==> config.mk <==
export PLATFORM = sky130hd
export DESIGN_NAME = lc2k_program_loader
export DESIGN_NICKNAME = d
export VERILOG_FILES = /design/src/rtl/lc2k_program_loader.sv
export SDC_FILE = /design/constraint.sdc
export NUM_CORES = 1
export LEC_CHECK = 0
export CAP_MARGIN = 10
export CORE_MARGIN = 2
export CORE_UTILIZATION = 35
export CTS_CLUSTER_SIZE = 12
export DETAILED_ROUTE_END_ITERATION = 8
export GPL_ROUTABILITY_DRIVEN = 0
export PLACE_DENSITY = 0.66
export RECOVER_POWER = 50
export SETUP_SLACK_MARGIN = 0.5
export SLEW_MARGIN = 20
export SYNTH_ARGS = -nofsm -noshare
export SYNTH_HDL_FRONTEND = slang
export SYNTH_SLANG_ARGS = --single-unit
==> constraint.sdc <==
create_clock -name clk -period 2.1 [get_ports clk]
set_input_delay 0.525 -clock clk [delete_from_list [all_inputs] [get_ports clk]]
set_output_delay 0.525 -clock clk [all_outputs]
set_load 0.005 [all_outputs]
==> src/rtl/lc2k_program_loader.sv <==
// lc2k_program_loader
//
// Fills LC2K instruction memory from a framed byte stream and then releases
// the CPU. The frame layout is:
//   LEN_HI, LEN_LO      16-bit word count N, big-endian
//   N x 4 payload bytes  big-endian words (first byte -> bits [31:24])
//   checksum byte       XOR of all payload bytes (length bytes excluded)
// Each completed word is written with a one-cycle mem_wr_en strobe.
// cpu_run is raised once the checksum matches. load_err is raised if the
// length is too large or the checksum does not match. Both states wait for
// a restart pulse.
//
// Ports:
//   clk, rst_n     rising-edge clock, asynchronous active-low reset
//   in_valid/in_data/in_ready   8-bit valid/ready byte stream
//   restart        one-cycle pulse, honoured only in DONE or ERR
//   mem_wr_en/mem_wr_addr/mem_wr_data   instruction-memory write port
//   cpu_run        high only in DONE (CPU is held in halt while low)
//   load_err       high only in ERR
//   words_loaded   number of words written in the current load

module lc2k_program_loader #(
  parameter int ADDR_W = 8,
  parameter int DEPTH  = 256
) (
  input  logic              clk,
  input  logic              rst_n,
  input  logic              in_valid,
  input  logic [7:0]        in_data,
  output logic              in_ready,
  input  logic              restart,
  output logic              mem_wr_en,
  output logic [ADDR_W-1:0] mem_wr_addr,
  output logic [31:0]       mem_wr_data,
  output logic              cpu_run,
  output logic              load_err,
  output logic [15:0]       words_loaded
);

  localparam logic [2:0] S_LEN_HI = 3'd0;
  localparam logic [2:0] S_LEN_LO = 3'd1;
  localparam logic [2:0] S_DATA   = 3'd2;
  localparam logic [2:0] S_SUM    = 3'd3;
  localparam logic [2:0] S_DONE   = 3'd4;
  localparam logic [2:0] S_ERR    = 3'd5;

  // One bit wider than the length field so that DEPTH = 65536 still compares correctly.
  localparam logic [16:0] DEPTH_LIMIT = 17'(DEPTH);

  logic [2:0]  state;
  logic [7:0]  len_hi;
  logic [15:0] word_count;
  logic [23:0] word_reg;
  logic [1:0]  byte_idx;
  logic [7:0]  acc;

  logic        xfer;
  logic [15:0] rx_len;
  logic        last_word;

  assign in_ready = (state == S_LEN_HI) || (state == S_LEN_LO) ||
                    (state == S_DATA)   || (state == S_SUM);
  assign cpu_run  = (state == S_DONE);
  assign load_err = (state == S_ERR);

  assign xfer   = in_valid && in_ready;
  assign rx_len = {len_hi, in_data};

  // Strobes are at least four cycles apart. So when the 4th byte of a word
  // arrives, words_loaded already counts every earlier word.
  assign last_word = ((words_loaded + 16'd1) == word_count);

  always_ff @(posedge clk or negedge rst_n) begin
    if (!rst_n) begin
      state        <= S_LEN_HI;
      len_hi       <= 8'd0;
      word_count   <= 16'd0;
      word_reg     <= 24'd0;
      byte_idx     <= 2'd0;
      acc          <= 8'd0;
      mem_wr_en    <= 1'b0;
      mem_wr_addr  <= '0;
      mem_wr_data  <= 32'd0;
      words_loaded <= 16'd0;
    end else begin
      mem_wr_en <= 1'b0;

      // The address advances after each strobe, but not after the final word.
      // This keeps the address from wrapping when N == DEPTH == 2**ADDR_W.
      if (mem_wr_en && (words_loaded != word_count)) begin
        mem_wr_addr <= mem_wr_addr + ADDR_W'(1);
      end

      case (state)
        S_LEN_HI: begin
          if (xfer) begin
            len_hi <= in_data;
            state  <= S_LEN_LO;
          end
        end

        S_LEN_LO: begin
          if (xfer) begin
            word_count <= rx_len;
            if (rx_len == 16'd0) begin
              state <= S_SUM;
            end else if ({1'b0, rx_len} > DEPTH_LIMIT) begin
              state <= S_ERR;
            end else begin
              state <= S_DATA;
            end
          end
        end

        S_DATA: begin
          if (xfer) begin
            word_reg <= {word_reg[15:0], in_data};
            acc      <= acc ^ in_data;
            byte_idx <= byte_idx + 2'd1;
            if (byte_idx == 2'd3) begin
              mem_wr_en    <= 1'b1;
              mem_wr_data  <= {word_reg, in_data};
              words_loaded <= words_loaded + 16'd1;
              if (last_word) begin
                state <= S_SUM;
              end
            end
          end
        end

        S_SUM: begin
          if (xfer) begin
            state <= (in_data == acc) ? S_DONE : S_ERR;
          end
        end

        S_DONE, S_ERR: begin
          if (restart) begin
            state        <= S_LEN_HI;
            words_loaded <= 16'd0;
            acc          <= 8'd0;
            byte_idx     <= 2'd0;
            word_reg     <= 24'd0;
            mem_wr_addr  <= '0;
          end
        end

        default: begin
          state <= S_LEN_HI;
        end
      endcase
    end
  end

endmodule

* After elaboration in Yosys (flattened, before gate mapping)
Index checks and enable logic that the tools add are counted.
** Storage, ports and cells
- Register bits :: 118
- Bits in latches :: 0
- RAM bits :: 0
- Memory bits (read-only) :: 0
- Input bits :: 12
- Memories :: 0
** Operators by class
- $add $sub $neg :: 3
- $mul :: 0
- Div/mod/pow operators :: 0
- $lt $le $gt $ge :: 1
- Equal/unequal tests :: 16
- Shift-type cells :: 0
- Multiplexer cells :: 30
- Bitwise operators :: 1
- Reductions and logical operators :: 15
** Operators by type and width (count)
- 16-bit two-way mux :: 3
- 24-bit two-way mux :: 2
- 24-bit one-hot mux with 2 select lines :: 1
- 8-bit two-way mux :: 5
- 16-bit one-hot mux with 2 select lines :: 1
- 3-bit two-way mux :: 9
- 16-bit by 1-bit adder with 16-bit output, second input constant :: 1
- 16-bit equality test :: 1
- 16-bit by 9-bit greater-than comparator with 1-bit output, second input constant :: 1
- 16-bit logical NOT :: 1
- 16-bit != test :: 1
- 8-bit one-hot mux with 2 select lines :: 1
- 3-bit one-hot mux with 5 select lines :: 1
- 2-bit != test, second input constant :: 6
- 8-bit by 1-bit adder with 8-bit output, second input constant :: 1
- 8-bit equality test :: 1
- 8-bit bitwise XOR :: 1
- 7-bit AND reduction :: 1
- 3-bit by 2-bit equality test with 1-bit output, second input constant :: 2
- 3-bit equality test, second input constant :: 2
- 3-bit AND reduction :: 2
- 1-bit two-way mux :: 4
- 2-bit two-way mux :: 2
- 2-bit one-hot mux with 2 select lines :: 1
- other kinds (11) :: 15

* Depth between registers and ports, before layout
- Depth in word-level cells :: 7
- Mapped depth :: 9
- Gate-level depth less buffers :: 7

* Worst setup path after synthesis
Ideal clock, no wire load.
- Kind :: register -> register
- Start point :: register words_loaded[0]
- End point :: register state[0]
- Library setup time :: 0.092 ns
- Arrival :: 1.744 ns
- Data required time :: 2.008 ns
- Path slack :: 0.264 ns
- Stages on the path, launching flop included :: 9
- Path buffers :: 1
- Clock period less this slack :: 1.836 ns
- Cells stage by stage :: dfrtp_1 ha_1 buf_2 nand3_1 nor2_1 or3_1 a21oi_1 o22ai_1 o31ai_2
** On the way
- Cells in the longest elaborated chain, start to end :: 4
** Ends and longest elaborated chain
- from (decl) :: RTL line 37 : output logic [15:0] words_loaded
- from (signal assigned) :: RTL line 123 : words_loaded <= words_loaded + 16'd1;
- 16-bit by 1-bit adder with 16-bit output :: RTL line 71 : assign last_word = ((words_loaded + 16'd1) == word_count);
- 16-bit equality test :: RTL line 71
- 2-bit != test (no line)
- 7-bit AND reduction (no line)
- to (signal assigned) :: RTL line 133 : state <= (in_data == acc) ? S_DONE : S_ERR;
- to (decl) :: RTL line 50 : logic [2:0] state;
Every way passes these cells.
A chain may end at the register's enable or synchronous reset.

* Final worst setup path
- Start point :: input in_data[2]
- End point :: register state[0]
** On the way
- Cells in the longest elaborated chain, start to end :: 5
- Elaborated cells on any way between the ends :: 9
** Ends and longest elaborated chain
- from (decl) :: RTL line 29 : input logic [7:0] in_data,
- 16-bit by 9-bit greater-than comparator with 1-bit output :: RTL line 107 : end else if ({1'b0, rx_len} > DEPTH_LIMIT) begin
- 3-bit two-way mux :: RTL line 107
- 3-bit two-way mux :: RTL line 105 : if (rx_len == 16'd0) begin
- 3-bit two-way mux :: RTL line 103 : if (xfer) begin
- 3-bit one-hot mux with 5 select lines (*) :: RTL line 94 : case (state)
Every way passes the cells marked *; elsewhere a longest branch is shown, timed or not. The select of a mux whose other input is x is not followed.

==> tab_implementation.tex <==
\begin{tabular}{lr}
\hline
Metric & Value \\
\hline
\multicolumn{2}{l}{\textbf{Logic synthesis}} \\
\quad Number of standard cells after synthesis & 467 \\
\quad Synth Area per Inst & 11.81 um\^{}2 \\
\quad XOR/XNOR Fraction of Synth Area & 7.464\% \\
\quad Fraction of registers with async set or reset after synthesis & 100.0\% \\
\quad Number of distinct library cell variants in the gate-level netlist after synthesis & 55 \\
\quad Largest family of logic cells by synthesized area & simple AND/OR/NAND/NOR gates \\
\quad Cells taking the most area after synthesis & sky130\_fd\_sc\_hd\_\_dfrtp\_1 54\%, sky130\_fd\_sc\_hd\_\_mux2\_2 11\%, sky130\_fd\_sc\_hd\_\_xor2\_1 4.4\% \\
\quad Area share of the largest cell type after synthesis & 53.54\% \\
\quad Compound-Gate Fraction of Synth Area & 9.914\% \\
\quad Post-synthesis instance area & 0.005515 mm\^{}2 \\
\quad Syn Nets & 482 \\
\quad Yosys warnings & 0 \\
\quad Top-count cell post-synth & sky130\_fd\_sc\_hd\_\_dfrtp\_1 \\
\quad Mux share of post-synthesis cell area & 11.62\% \\
\quad List of most frequent post-synthesis cells & 118 x sky130\_fd\_sc\_hd\_\_dfrtp\_1, 54 x sky130\_fd\_sc\_hd\_\_mux2\_2, 39 x sky130\_fd\_sc\_hd\_\_nor2\_1, 37 x sky130\_fd\_sc\_hd\_\_nand2\_1, 28 x sky130\_fd\_sc\_hd\_\_xor2\_1 \\
\quad Post-Synth Simple-Gate Area & 14.34\% \\
\quad Most used DFF post-synth & sky130\_fd\_sc\_hd\_\_dfrtp\_1 \\
\quad Number of enable flip-flop cells after synthesis & 0 \\
\quad Synth Register Bits & 118 \\
\quad Fraction of the yosys area taken by sequential cells & 53.54\% \\
\quad Cell taking the most area after synthesis & sky130\_fd\_sc\_hd\_\_dfrtp\_1 \\
\quad Adder-cell share of the synthesized area & 0.6806\% \\
\multicolumn{2}{l}{\textbf{Clock network}} \\
\quad Hold buffers post-CTS & 0 \\
\quad Clock sink count & 118 \\
\quad Clk buf depth & 2 \\
\quad H-Tree Level Count & 4 \\
\quad Clock Pin Slew Worst Setup and Hold Paths & 0.06 ns \\
\quad CTS tree & done \\
\quad CTS Buf Count & 17 \\
\quad Worst-Skew Late Latency & 0.43 ns \\
\quad Root buffer cell & sky130\_fd\_sc\_hd\_\_clkbuf\_16 \\
\multicolumn{2}{l}{\textbf{Die}} \\
\quad Vertical die dimension & 129.5 um \\
\quad Starting density of the core & 36.01\% \\
\quad DIE WIDTH & 129.5 um \\
\quad Top Ports & 72 \\
\quad Rows & 45 \\
\quad Core outline area & 0.01531 mm\^{}2 \\
\quad DIE AREA & 0.01678 mm\^{}2 \\
\multicolumn{2}{l}{\textbf{Status}} \\
\quad Result of the run & finished clean \\
\multicolumn{2}{l}{\textbf{Worst setup path}} \\
\quad Worst flop-to-flop path startpoint & words\_loaded[0]\$\_DFFE\_PN0P\_ \\
\quad Critical path class & input pin to register \\
\quad Worst setup EP type & register \\
\quad Launching element type of the critical path & input pin \\
\quad CP Data Required Time & 2.40 ns \\
\quad Number of cells on the worst reg-to-reg path & 7 \\
\quad Critical path peak fanout & 6 \\
\quad Critical Path AT & 2.27 ns \\
\quad Setup slack of the most critical reg-to-reg path & 0.18 ns \\
\quad Destination of the worst register-to-register timing path & state[0]\$\_DFFE\_PN0P\_ \\
\multicolumn{2}{l}{\textbf{Power}} \\
\quad Power per cell area & 923.9 mW/mm\^{}2 \\
\quad Max IR drop VDD & 691.0 uV \\
\quad Total power & 8287 uW \\
\quad Leakage & 0.004142 uW \\
\multicolumn{2}{l}{\textbf{STA}} \\
\quad Slew at the pin closest to its max-slew limit & 0.9651 ns \\
\quad Final critical delay including setup and external delays & 1.975 ns \\
\quad Number of hold violations in the final report & 0 \\
\quad Highest Clock Rate & 506.3 MHz \\
\quad Worst Setup Slack, final & 0.1250 ns \\
\quad Clk\_skew & 0.01002 ns \\
\quad Setup violations, final & 0 \\
\quad Max Transition Viols Final & 0 \\
\quad Unrepaired setup endpoints after global routing & true \\
\quad Portion of the clock cycle consumed by the worst path in the final layout & 94.05\% \\
\quad Slew margin rel. & 35.66\% \\
\multicolumn{2}{l}{\textbf{Finish}} \\
\quad Flip-flop count of the largest register, all copies and words added & 32 \\
\quad Proportion of layout cells with a drive suffix above 1 & 50.14\% \\
\quad Final nets & 701 \\
\quad Number of standard cells in the final layout excluding fillers & 909 \\
\quad Layout overhead on the synthesized area & 62.64\% \\
\quad Antenna Diode Count & 0 \\
\multicolumn{2}{l}{\textbf{GRT}} \\
\quad Number of global-route vias before repair & 4922 \\
\quad Maximum number of pins on one net before global-route repair & 41 \\
\quad Gr usage total & 19.81\% \\
\quad Number of antenna violations at the first check in global routing & 0 \\
\quad Global-route wire length before repair & 25.52 mm \\
\quad Aggregate global routing overflow & 0 \\
\multicolumn{2}{l}{\textbf{Routing}} \\
\quad DR WL/cell & 18.19 um \\
\quad Starting DRC count in detailed routing & 346 \\
\quad Avg Vias per Cell & 5.118 \\
\quad Number of nets with antenna violations after routing & 0 \\
\quad Total DRC errors in the routed layout & 0 \\
\quad DRT Wirelength & 16.54 mm \\
\quad Drt first pass iters & 5 \\
\quad Total number of vias & 4652 \\
\multicolumn{2}{l}{\textbf{Place}} \\
\quad Total placed cells including tap cells & 776 \\
\quad Post-detailed-placement half-perimeter wirelength & 9.741 mm \\
\quad Worst setup slack before clock tree synthesis & -0.2493 ns \\
\quad Number of buffers added on ports & 71 \\
\multicolumn{2}{l}{\textbf{Flow run}} \\
\quad Maximum capacitance violations & 0 \\
\multicolumn{2}{l}{\textbf{Worst hold path}} \\
\quad Class of the most critical hold timing path & input pin to async pin \\
\hline
\end{tabular}
==> repair_timing <==
action / in CTS / in global routing
gates resized for setup: 249 / 107
cloned: 7 / 0
pin swaps: 52 / 23
setup buffers: 71 / 24
endpoints found under the setup margin: 165 / 158
==> kinds of logic after synthesis <==
family | after synthesis
AND/OR/NAND/NOR | 142
flip-flops | 118
AO/OA/AOI/OAI | 75
multiplexers | 57
XOR/XNOR | 47
buffers and inverters | 25
adder cells (fa/ha/maj) | 3
==> power breakdown <==
part	internal (uW)	switching, uW	total (uW)
registers	2540	339	2880
clock network	2160	1070	3230
logic	1270	911	2180
==> layer usage <==
| layer | GRT usage [%] | up-vias | routed length [um] |
|---|---|---|---|
| met4 | 7.970 | 0 | 432 |
| met2 | 32.26 | 140 | 8288 |
| met5 | 0 | - | 0 |
| li1 | - | 2114 | - |
| met3 | 4.872 | 34 | 817 |
| met1 | 25.50 | 2364 | 6999 |
==> per-stage QoR <==
step	setup TNS [ns]	hold slack [ns]	area [um^2]	utilization [%]
2_1_floorplan	0	0.2294	5628	-
3_3_place_gp	-8.649	0.4757	6879	44.92
3_5_place_dp	-10.20	0.4801	6879	44.92
4_1_cts	0	0.1015	8504	55.53
5_1_grt	0	0.3428	8970	58.57
6_report	0	0.2438	8970	58.57
==> how the worst max path moves through the flow <==
| stage | slack [ns] | start | depth (start not counted) | to |
|---|---|---|---|---|
| floorplan | 0.41 | words_loaded[6]$_DFFE_PN0P_ | 6 | state[0]$_DFFE_PN0P_ |
| global placement | -0.21 | in_data[1] | 7 | state[0]$_DFFE_PN0P_ |
| detailed placement | -0.25 | in_data[6] | 7 | state[0]$_DFFE_PN0P_ |
| CTS | 0.22 | words_loaded[0]$_DFFE_PN0P_ | 7 | state[0]$_DFFE_PN0P_ |
| global route | 0.05 | words_loaded[4]$_DFFE_PN0P_ | 7 | state[0]$_DFFE_PN0P_ |
| finish | 0.12 | in_data[2] | 8 | state[0]$_DFFE_PN0P_ |
==> cell type report <==
cell class              count  area [um^2]
fillers                  1199         6345
flip-flops and latches    118         2972
multi-input cells         324         2913
repair buffers            220         2130
clock buffers              19        452.9
well taps                 211        264.0
clock inverters            12        200.2
inverters                   4        27.53
repair inverters            1        11.26
==> layout by cell type, fill, tap and decap left out, types with 8 or more instances in the layout <==
master	netlist	final
sky130_fd_sc_hd__clkdlybuf4s15_1	0	11
sky130_fd_sc_hd__clkbuf_16	0	17
sky130_fd_sc_hd__buf_6	1	56
sky130_fd_sc_hd__nor2_1	39	31
sky130_fd_sc_hd__o21ai_1	0	15
sky130_fd_sc_hd__clkdlybuf4s25_1	0	29
sky130_fd_sc_hd__mux2_4	0	34
sky130_fd_sc_hd__xor2_1	28	25
sky130_fd_sc_hd__xnor2_1	19	18
sky130_fd_sc_hd__dfrtp_2	0	15
sky130_fd_sc_hd__nand2_1	37	26
sky130_fd_sc_hd__a22o_1	22	22
sky130_fd_sc_hd__mux2_2	54	22
sky130_fd_sc_hd__dlygate4sd2_1	0	8
sky130_fd_sc_hd__buf_4	6	83
sky130_fd_sc_hd__nand2_2	0	11
sky130_fd_sc_hd__dfrtp_1	118	103
==> critical path: stages <==
cell                              delay, ns
sky130_fd_sc_hd__clkdlybuf4s50_1       0.47
sky130_fd_sc_hd__buf_4                 0.20
sky130_fd_sc_hd__nand2b_1              0.10
sky130_fd_sc_hd__nand2_1               0.08
sky130_fd_sc_hd__nor4_1                0.28
sky130_fd_sc_hd__o221ai_2              0.19
sky130_fd_sc_hd__a41oi_2               0.30
sky130_fd_sc_hd__o31ai_2               0.12
No activity file was read; power rests on OpenSTA's default activity.
